--- src/rtl/ws2812b_pkg.sv ---
// Shared definitions for the ws2812b sequencer and its register front-end.
// Holds the sequencer state encoding and the GRB byte-lane offsets.
package ws2812b_pkg;

  typedef enum logic [2:0] {
    ST_IDLE  = 3'd0,
    ST_ISSUE = 3'd1,
    ST_HOLD  = 3'd2,
    ST_DONE  = 3'd3,
    ST_GAP   = 3'd4
  } ws_state_t;

  localparam int G_MSB = 23;
  localparam int G_LSB = 16;
  localparam int R_MSB = 15;
  localparam int R_LSB = 8;
  localparam int B_MSB = 7;
  localparam int B_LSB = 0;

endpackage

--- src/rtl/ws2812b_seg_table.sv ---
// Segment table: SEGMENTS entries of {GRB color, run length}, one write port.
// Reads entry rd_idx, the length of the entry after it, and the length of entry 0.
module ws2812b_seg_table #(
  parameter int SEGMENTS = 4,
  parameter int COUNT_W  = 6
) (
  input  logic                        clk,
  input  logic                        reset,
  input  logic                        we,
  input  logic [$clog2(SEGMENTS)-1:0] widx,
  input  logic [23:0]                 wcolor,
  input  logic [COUNT_W-1:0]          wlen,
  input  logic [$clog2(SEGMENTS)-1:0] rd_idx,
  output logic [23:0]                 rd_color,
  output logic [COUNT_W-1:0]          nxt_len,
  output logic [COUNT_W-1:0]          head_len
);

  localparam int IDX_W = $clog2(SEGMENTS);

  logic [23:0]        color_q [SEGMENTS];
  logic [COUNT_W-1:0] len_q   [SEGMENTS];

  always_ff @(posedge clk) begin
    if (reset) begin
      for (int i = 0; i < SEGMENTS; i++) begin
        color_q[i] <= '0;
        len_q[i]   <= '0;
      end
    end else if (we) begin
      color_q[widx] <= wcolor;
      len_q[widx]   <= wlen;
    end
  end

  assign rd_color = color_q[rd_idx];
  assign head_len = len_q[0];
  // Past the last entry the list is implicitly terminated.
  assign nxt_len  = (rd_idx == IDX_W'(SEGMENTS - 1)) ? '0 : len_q[rd_idx + IDX_W'(1)];

endmodule

--- src/rtl/ws2812b_frame_sequencer.sv ---
// Walks the segment table and hands one pixel at a time to the ws2812b serializer,
// optionally repeating the frame after a programmable gap.
module ws2812b_frame_sequencer
  import ws2812b_pkg::*;
#(
  parameter int SEGMENTS = 4,
  parameter int COUNT_W  = 6,
  parameter int PERIOD_W = 20
) (
  input  logic                        clk,
  input  logic                        reset,
  input  logic                        seg_we,
  input  logic [$clog2(SEGMENTS)-1:0] seg_idx,
  input  logic [23:0]                 seg_color,
  input  logic [COUNT_W-1:0]          seg_len,
  input  logic                        start,
  input  logic                        stop,
  input  logic                        repeat_en,
  input  logic [PERIOD_W-1:0]         period,
  output logic                        busy,
  output logic                        frame_done,
  output logic [23:0]                 ws_data,
  output logic                        ws_valid,
  output logic                        ws_latch,
  input  logic                        ws_ready
);

  localparam int IDX_W = $clog2(SEGMENTS);

  ws_state_t           state, state_n;
  logic [IDX_W-1:0]    seg, seg_n;
  logic [COUNT_W-1:0]  rem, rem_n;
  logic [PERIOD_W-1:0] gap_cnt, gap_n;
  logic [PERIOD_W-1:0] per_q, per_n;
  logic                rep_q, rep_n;
  logic                stop_pend, stop_n;
  logic [23:0]         data_n;
  logic                valid_n, latch_n, busy_n, done_n;
  logic                tbl_we;
  logic [23:0]         cur_color;
  logic [COUNT_W-1:0]  nxt_len, head_len;

  ws2812b_seg_table #(.SEGMENTS(SEGMENTS), .COUNT_W(COUNT_W)) u_tbl (
    .clk      (clk),
    .reset    (reset),
    .we       (tbl_we),
    .widx     (seg_idx),
    .wcolor   (seg_color),
    .wlen     (seg_len),
    .rd_idx   (seg),
    .rd_color (cur_color),
    .nxt_len  (nxt_len),
    .head_len (head_len)
  );

  always_comb begin
    state_n = state;
    seg_n   = seg;
    rem_n   = rem;
    gap_n   = gap_cnt;
    per_n   = per_q;
    rep_n   = rep_q;
    stop_n  = stop_pend;
    data_n  = ws_data;
    valid_n = ws_valid;
    latch_n = ws_latch;
    tbl_we  = 1'b0;
    if (busy && stop) stop_n = 1'b1;
    unique case (state)
      ST_IDLE: begin
        tbl_we = seg_we;
        if (start && (head_len != '0)) begin
          rep_n   = repeat_en;
          per_n   = period;
          seg_n   = '0;
          rem_n   = head_len;
          stop_n  = stop;
          state_n = ST_ISSUE;
        end
      end
      ST_ISSUE: begin
        if (ws_ready) begin
          valid_n = 1'b1;
          data_n  = cur_color;
          latch_n = (rem == COUNT_W'(1)) && (nxt_len == '0);
          state_n = ST_HOLD;
        end
      end
      ST_HOLD: begin
        if (!ws_ready) begin
          valid_n = 1'b0;
          latch_n = 1'b0;
          if (rem > COUNT_W'(1)) begin
            rem_n   = rem - COUNT_W'(1);
            state_n = ST_ISSUE;
          end else if (nxt_len != '0) begin
            seg_n   = seg + IDX_W'(1);
            rem_n   = nxt_len;
            state_n = ST_ISSUE;
          end else begin
            state_n = ST_DONE;
          end
        end
      end
      ST_DONE: begin
        // A zero period skips GAP so the next frame starts right away.
        if (rep_q && !stop_pend && !stop) begin
          if (per_q != '0) begin
            gap_n   = per_q;
            state_n = ST_GAP;
          end else if (head_len == '0) begin
            state_n = ST_IDLE;
          end else begin
            seg_n   = '0;
            rem_n   = head_len;
            state_n = ST_ISSUE;
          end
        end else begin
          state_n = ST_IDLE;
        end
      end
      ST_GAP: begin
        tbl_we = seg_we;
        if (stop_pend || stop) begin
          state_n = ST_IDLE;
        end else if (gap_cnt != '0) begin
          gap_n = gap_cnt - PERIOD_W'(1);
        end else if (head_len == '0) begin
          state_n = ST_IDLE;
        end else begin
          seg_n   = '0;
          rem_n   = head_len;
          state_n = ST_ISSUE;
        end
      end
      default: state_n = ST_IDLE;
    endcase
    busy_n = (state_n != ST_IDLE);
    done_n = (state_n == ST_DONE);
  end

  always_ff @(posedge clk) begin
    if (reset) begin
      state      <= ST_IDLE;
      seg        <= '0;
      rem        <= '0;
      gap_cnt    <= '0;
      per_q      <= '0;
      rep_q      <= 1'b0;
      stop_pend  <= 1'b0;
      ws_data    <= '0;
      ws_valid   <= 1'b0;
      ws_latch   <= 1'b0;
      busy       <= 1'b0;
      frame_done <= 1'b0;
    end else begin
      state      <= state_n;
      seg        <= seg_n;
      rem        <= rem_n;
      gap_cnt    <= gap_n;
      per_q      <= per_n;
      rep_q      <= rep_n;
      stop_pend  <= stop_n;
      ws_data    <= data_n;
      ws_valid   <= valid_n;
      ws_latch   <= latch_n;
      busy       <= busy_n;
      frame_done <= done_n;
    end
  end

endmodule

--- config.mk ---
export PLATFORM = sky130hd
export DESIGN_NAME = ws2812b_frame_sequencer
export DESIGN_NICKNAME = d
export VERILOG_FILES = /design/src/rtl/ws2812b_pkg.sv /design/src/rtl/ws2812b_seg_table.sv /design/src/rtl/ws2812b_frame_sequencer.sv
export SDC_FILE = /design/constraint.sdc
export NUM_CORES = 1
export LEC_CHECK = 0
export ABC_AREA = 1
export CAP_MARGIN = 0
export CORE_MARGIN = 1.5
export CORE_UTILIZATION = 45
export CTS_CLUSTER_DIAMETER = 60
export DETAILED_ROUTE_END_ITERATION = 10
export PLACE_DENSITY = 0.68
export SLEW_MARGIN = 30
export SYNTH_ARGS = -nofsm -noshare
export SYNTH_HDL_FRONTEND = slang
export SYNTH_SLANG_ARGS = --single-unit
--- constraint.sdc ---
create_clock -name clk -period 3.25 [get_ports clk]
set_input_delay 0.65 -clock clk [delete_from_list [all_inputs] [get_ports clk]]
set_output_delay 0.65 -clock clk [all_outputs]
set_load 0.05 [all_outputs]
==> After elaboration in Yosys (flattened, before gate mapping) <==
Memory sizes are Yosys's and may differ from the RTL's. A register that Yosys moved wholly into a read port is not among the register bits.
Index checks and enable logic that the tools add are counted.
{ "classes": {"order_cmp": 1, "addsub": 3, "n_eq_ne": 19, "n_mux": 57, "reduce_logical": 28} }
{ "ops": {"columns": ["op", "n"], "rows": [
  ["$mux 20", 4],
  ["$mux 6", 11],
  ["$pmux 20 s2", 1],
  ["$reduce_bool 20->1", 2],
  ["$mux 2", 13],
  ["$mux 24", 1],
  ["$pmux 6 s4", 1],
  ["$reduce_or 24->1", 1],
  ["$ne 2x2->1 const B", 11],
  ["$mux 3", 7],
  ["$sub 20x1->20 const B", 1],
  ["$mux 1", 15],
  ["$pmux 3 s5", 1],
  ["$logic_not 6->1", 2],
  ["$reduce_bool 6->1", 2],
  ["$eq 3x2->1 const B", 3],
  ["$reduce_and 9->1", 1],
  ["$pmux 2 s4", 1],
  ["$reduce_and 8->1", 1],
  ["$eq 6x1->1 const B", 1],
  ["$gt 6x1->1 const B", 1],
  ["$reduce_or 6->1", 1],
  ["$sub 6x1->6 const B", 1],
  ["$logic_and 1x1->1", 5],
  ["other kinds (16)", 20]
]} }
{ "word_totals": {"ram_bits": 120, "output_inout_bits": 28, "in_bits": 59, "word_cells": 121, "register_bits": 57, "mem_count": 2} }
{ "mem_list": {"columns": ["memory", "depth", "width", "read_ports", "rd_clocked_by_memory_dff", "write_ports", "line", "text"], "rows": [
  ["u_tbl.color_q", 4, 24, 1, 1, 4, "ws2812b_seg_table.sv:21", "logic [23:0] color_q [SEGMENTS];"],
  ["u_tbl.len_q", 4, 6, 2, 0, 4, "ws2812b_seg_table.sv:22", "logic [COUNT_W-1:0] len_q [SEGMENTS];"]
]} }

==> Longest topological paths before layout <==
Gate-level depths: netlist (run 1).
An unclocked memory read counts as a cell.
{ "logic_depth": {"ltp_word": 9, "ltp_mapped": 14, "depth_no_buf": 12} }

==> Hierarchy <==
Synthesis (run 1) repeated with hierarchy kept, for this count alone.
{ "hier_totals": {"hier_cells": 1164, "area_unflattened_um2": 9499.1} }
{ "modules_own_cells": {"columns": ["mod", "cells_per_inst", "instances", "area_per_inst_um2"], "rows": [
  ["ws2812b_seg_table", 526, 1, 5362.6],
  ["ws2812b_frame_sequencer", 638, 1, 4136.5]
]} }

==> Least setup slack after synthesis (run 1) <==
Ideal clock, no wire load.
{ "synth_timing": {"kind": "input to register", "start": "in seg_idx[0]", "end": "mem u_tbl.color_q[3][0] (enable)", "required_time_ns": 2.787, "setup_time_ns": 0.463, "slack_ns": -0.215, "n_path_buf": 0, "arrival_ns": 3.002, "cell_stages": 2, "path_cell_list": "inv_1 > o31ai_1"} }
{ "synth_rtl": {"columns": ["element", "line", "text"], "rows": [
  ["start: declaration", "ws2812b_frame_sequencer.sv:13", "input logic [$clog2(SEGMENTS)-1:0] seg_idx,"],
  ["end: declaration", "ws2812b_seg_table.sv:21", null]
]} }

==> Worst setup path after layout (run 1) <==
{ "layout_timing": {"start": "reg ws_data[7], read port of u_tbl.color_q", "end": "out ws_data[7]"} }
{ "layout_rtl": {"columns": ["element", "line", "text"], "rows": [
  ["start: declaration", "ws2812b_frame_sequencer.sv:22", "output logic [23:0] ws_data,"]
]} }
No word-level cell between the ends.

==> flow_summary.yaml, run 1 <==
status:
  status: "finished, final reports clean"
die:
  die_width_um: 147
  die_area_um2: 21700
  start_util_pct: 46.1
  die_height_um: 147
  placeableCoreArea_um2: 20400
  row_count: 52
  ioPinCount: 87
global_routing:
  grt_start_max_net_pins: 61
  grt_antenna_before_repair: 0
  grt_first_pass_wirelength_mm: 37.2
  global_route.usage.total_pct: 21.3
  gr-total-overflow: 0
  first_global_vias: 7389
critical_path:
  critical_path.startpoint_type: "register"
  cp_num_buf_inv: 1
  worst_setup_path_end_kind: "output port"
  reg2reg_from: "state[0]$_SDFF_PP0_"
  crit_required_ns: 2.60
  crit_type: "register to output port"
  critical_path.max_stage_delay_ns: 0.83
  rrSetupSlack_ns: 1.03
  critPathSlowestCell: "clkdlybuf4s50_1"
  worst_ep_arrival_time_ns: 1.74
  r2r_end: "gap_cnt[7]$_SDFFE_PP0P_"
  crit_path_cell_trace: "clkdlybuf4s50_1"
  cpLargestDelayFamily: "buffers and inverters"
  r2r.worst_path.cells: 10
  beginning_of_the_critical_path: "ws_data[7]$_SDFFE_PP0P_"
  crit_fanout: 2
synth:
  postSynthCellCount: 1109
  yosys-top-cells-area: "edfxtp_1, dfxtp_1, nor2_1"
  synth_sequential_area_ratio_pct: 55.7
  synth_top_area_cell: "edfxtp_1"
  synth.mux.area_fraction_pct: 0
  yosys.cell_types.count: 44
  ys.warnings.count: 0
  simple_logic_cell_fraction_of_the_synthesized_area_pct: 23.5
  postSynthNetCount: 1172
  synthXorXnorAreaFrac_pct: 0.654
  synth_top_family_by_area: "simple AND/OR/NAND/NOR gates"
  ys_ff_latch: 201
  synth-compound-area-share_pct: 12.4
  yosys.area_share.adder_pct: 0.533
  synth_top_area_share_pct: 38.4
  syn_area_per_cell_um2: 8.46
  syn_area_um2: 9380
clocking:
  cts_post_setup_buffers_inserted: 0
  cts-buffers-inserted: 22
  cts.root.buffer_cell: "clkbuf_16"
  cts_tree: "built"
  cts_max_path_buffers: 3
  clock_sink_count: 201
  clock_insertion_delay_worst_skew_ns: 0.53
  ctsHtreeMaxLevel: 1
  clk_pin_slew_ns: 0.06
  hold_buf_count_cts: 0
  post_cts_resize_count: 0
drt:
  first_pass_drt_iterations: 5
  final_antenna_net_count: 0
  drtIter0Drc: 614
  totalWireLength_mm: 22.9
  routed-via-count: 7499
  detailed_route_vias_per_instance: 5.11
  wl_per_cell_um: 15.6
  drc: 0
final_layout:
  insertedDiodeCount: 0
  final_net_count: 1244
  layout_commonest_cell: "nor2_1"
  areaGrowthSynthToFinish_pct: 19.1
  layout.cells.most_common_list: "nor2_1, nand2_1, edfxtp_1, o21ai_0, inv_1"
  layout-drive-gt1-share_pct: 8.35
  design_area_um2: 11200
min_path:
  whs_endpoint: "stop_pend$_SDFF_PP0_"
  hold_path_class: "register to register"
  hp-start: "stop_pend$_SDFF_PP0_"
  hold-path-cell-count: 2
timing:
  tightestPinTransition_ns: 0.551
  final_hold_viol_count: 0
  timing.fmax_mhz: 418
  setup_violations: 0
  period_share_pct: 73.6
  drv_slew: 0
  slew-limit-headroom_pct: 63.2
  setup_repair_after_global_routing_missed_its_margin: "false"
  worst_clock_skew_ns: 0.0323
  totalNegativeSetupSlack_ns: 0
  finalWorstPathRequiredPeriod_ns: 2.39
placed_design:
  placedInstanceArea_um2: 10500
  hpwlAfterDp_mm: 14.6
  buffer_ports.inserted: 86
  gp_congestion: 0.870
pwr:
  p_leak_nw: 4.58
  vdd.ir_drop.worst_mv: 0.383
  power.density_cell_area_nw_per_um2: 569
flow_run:
  cap_violations: 0
-- cell type report --
cell class                 instances  area [um2]
clock buffer                      31         634
clock inverter                     9        73.8
fill                            1853        9190
inverter                         106         408
multi-input combinational        745        3490
sequential                       201        5230
tap                              270         338
timing repair buffer             105        1000
-- registers in the layout, indices dropped and copies added (netlist names), 2 cells and up --
name           cells
gap_cnt           20
state              3
per_q             20
u_tbl.color_q     96
u_tbl.len_q       24
rem                6
seg                2
ws_data           24
-- worst max path at each step --
stage                                         end  depth (start not counted)
6_report                               ws_data[7]                          1
4_1_cts                                ws_data[0]                          1
3_5_place_dp                ws_latch$_SDFFE_PP0P_                          5
5_1_grt                   gap_cnt[7]$_SDFFE_PP0P_                         10
3_3_place_gp   u_tbl.color_q[1][10]$_SDFFCE_PN0P_                          8
2_1_floorplan       u_tbl.color_q[3][0]$_DFFE_PP_                          2
-- synth_stat cells (all sizes together) --
master,instances
a211oi,2
a21oi,52
a31oi,29
and2,1
buf,28
clkbuf,29
clkinv,1
dfxtp,81
edfxtp,120
ha,4
inv,105
nand2,146
nand3,46
nand3b,1
nand4,11
nor2,299
nor3,11
o211ai,3
o21a,3
o21ai,124
o21bai,1
o22ai,1
o31ai,2
or2,2
xnor2,2
xor2,5
-- cell families (layout without fill, tap and decap cells) --
kind of cell / count (synthesis) / after routing
and+or+nand+nor: 517 / 517
AOI/OAI and AO/OA: 217 / 217
DFF: 201 / 201
buffers and inverters: 163 / 251
xor gates and xnor gates: 7 / 7
adders and majority gates: 4 / 4
-- metrics by stage --
stage                     power, W  utilization [%]  cells  setup WS, ns  hold slack (ns)
final                      0.00636             54.9   1467         0.857            0.465
after CTS                  0.00639             54.9   1467         0.836            0.470
after global placement     0.00399             51.4   1427         0.693            0.449
after floorplan            0.00368                -   1109         0.702            0.439
after global routing       0.00662             54.9   1467         0.769            0.504
after detailed placement   0.00400             51.4   1427         0.684            0.461
-- worst register-to-register path, stage by stage (launching register included) --
cell and delay, ns:
dfxtp_1 0.37, inv_2 0.11, nand2_4 0.07, nor2_4 0.44, inv_4 0.22, nor2_1 0.18
nand2_1 0.08, nand2_2 0.08, buf_4 0.28, o21ai_0 0.14, a21oi_1 0.16
-- per-layer routing --
layer	global-route usage, %	wire length [um]	vias to the layer above
met5	0	0	-
met2	36.3	10700	210
met3	3.49	1350	35
li1	-	-	3803
met4	4.75	414	0
met1	28.5	10400	3451
-- power breakdown --
group | total (W) | internal, W | leakage, nW | switching [W]
clock | 0.00241 | 0.00137 | 0.355 | 0.00103
sequential | 0.00292 | 0.00285 | 1.91 | 0.0000686
combinational | 0.00103 | 0.000344 | 2.32 | 0.000684
Note: power is estimated with default switching activity, not from simulation.
==> run 2, diff against run 1 <==
Clock period 3.25 ns to 2.1 ns, I/O delays scaled along.
==> run 2 against run 1 <==
Effect of this change: routed wire length fell by 0.88%; flip-flop and latch count did not move; final cell count rose by 1.6%; non-clock buffer count rose by 21; clock skew fell by 0.019 ns; critical path type unchanged; critical endpoint is now ws_data[3]; highest routed layer is now met5.
==> flow_summary.yaml, run 2 (synthesis results as in run 1) <==
final_layout:
  layout_commonest_cell: "nor2_1"
  final.fill_count: 1830
  layout-drive-gt1-share_pct: 10.0
  top_register: "u_tbl.color_q"
  areaGrowthSynthToFinish_pct: 22.0
  final_net_count: 1266
  insertedDiodeCount: 0
  final_cell_count_without_fillers: 1490
  layout.cells.most_common_list: "nor2_1, nand2_1, edfxtp_1, o21ai_0, inv_1"
  leading_registers_by_flop_count: "u_tbl.color_q x96, u_tbl.len_q x24, ws_data x24"
  flip_flop_count_of_the_largest_register_after_layout: 96
drt:
  drtIter0Drc: 457
  final_antenna_net_count: 0
  first_pass_drt_iterations: 5
  totalWireLength_mm: 22.7
  drc: 0
  detailed_route_vias_per_instance: 5.11
  routed-via-count: 7618
  wl_per_cell_um: 15.2
clocking:
  clk_pin_slew_ns: 0.06
  hold_buf_count_cts: 0
  ctsHtreeMaxLevel: 1
  cts_post_setup_buffers_inserted: 0
  clock_sink_count: 201
  cts.root.buffer_cell: "clkbuf_16"
  cts_tree: "built"
  cts_max_path_buffers: 3
  cts-buffers-inserted: 23
  clock_insertion_delay_worst_skew_ns: 0.51
timing:
  slew-limit-headroom_pct: 62.1
  totalNegativeSetupSlack_ns: 0
  setup_violations: 0
  timing.fmax_mhz: 482
  tightestPinTransition_ns: 0.570
  layout_setup_ws_ns: 0.0267
  worst_clock_skew_ns: 0.0135
  finalWorstPathRequiredPeriod_ns: 2.07
  drv_slew: 0
  setup_repair_after_global_routing_missed_its_margin: "false"
  period_share_pct: 98.7
  final_hold_viol_count: 0
die:
  row_count: 52
  start_util_pct: 46.1
  die_width_um: 147
  die_area_um2: 21700
  placeableCoreArea_um2: 20400
  die_height_um: 147
  ioPinCount: 87
critical_path:
  rrSetupSlack_ns: 0.16
  crit_required_ns: 1.68
  crit_path_cell_trace: "clkdlybuf4s50_1"
  worst_ep_arrival_time_ns: 1.65
  worst_setup_path_end_kind: "output port"
  cp_num_buf_inv: 1
  cpLargestDelayFamily: "buffers and inverters"
  crit_type: "register to output port"
  critical_path.max_stage_delay_ns: 0.81
  crit_fanout: 2
  critical_path.startpoint_type: "register"
  critPathSlowestCell: "clkdlybuf4s50_1"
global_routing:
  global_route.usage.total_pct: 21.4
  grt_antenna_before_repair: 1
  grt_first_pass_wirelength_mm: 37.2
  grt_start_max_net_pins: 50
  first_global_vias: 7556
  gr-total-overflow: 0
placed_design:
  post-place-cells: 1448
  hpwlAfterDp_mm: 15.3
  buffer_ports.inserted: 86
  gp_congestion: 0.893
  dpl_worst_slack_ns: -0.0276
status:
  status: "finished, final reports clean"
pwr:
  p_leak_nw: 4.95
  power.density_cell_area_nw_per_um2: 867
  fin_total_pwr_w: 0.00993
  vdd.ir_drop.worst_mv: 0.667
flow_run:
  cap_violations: 0
min_path:
  hold_path_class: "register to register"
[run 2: timing repair]
action | 4_1_cts | 5_1_grt
endpoints found under the setup margin | 12 | 13
hold endpoints to repair | 0 | 0
resized for setup | 12 | 13
pin swaps | 0 | 0
cloned | 0 | 0
[run 2: path summary, 6_finish.rpt]
path,start,endpoint,cells after the start
max reg2reg,seg[1]$_SDFFE_PP0P_,rem[4]$_SDFFE_PP0P_,11
max,ws_data[3]$_SDFFE_PP0P_,ws_data[3],1
min reg2reg,stop_pend$_SDFF_PP0_,stop_pend$_SDFF_PP0_,2
min,stop_pend$_SDFF_PP0_,stop_pend$_SDFF_PP0_,2
[run 2: per-layer routing]
layer / share of wire, % / vias up / wire length (um) / GRT usage [%]
li1: - / 3856 / - / -
met1: 45 / 3518 / 10100 / 27.9
met2: 48 / 207 / 10900 / 37.2
met3: 5.2 / 35 / 1170 / 3.27
met4: 2.1 / 2 / 479 / 5.45
met5: 0.057 / - / 13 / 0
[run 2: area by class of cell]
class	count	area, um2	share of cell area [%]
Tap cell	270	338	2.95
Clock inverter	8	47.5	0.415
Inverter	106	408	3.56
Timing Repair Buffer	126	1260	11.0
Sequential cell	201	5230	45.7
Clock buffer	34	662	5.78
Multi-Input combinational cell	745	3510	30.6
[run 2: power breakdown]
group          switching, W  internal, W  total (W)
sequential         0.000104      0.00442    0.00452
clock               0.00156      0.00219    0.00375
combinational       0.00107     0.000583    0.00166
[run 2: through the flow]
stage	instance area, um2	util (%)	hold WS [ns]
2_1_floorplan	9400	-	0.439
3_3_place_gp	10700	52.6	0.450
3_5_place_dp	10700	52.6	0.455
4_1_cts	11400	56.0	0.456
5_1_grt	11400	56.2	0.479
6_report	11400	56.2	0.464
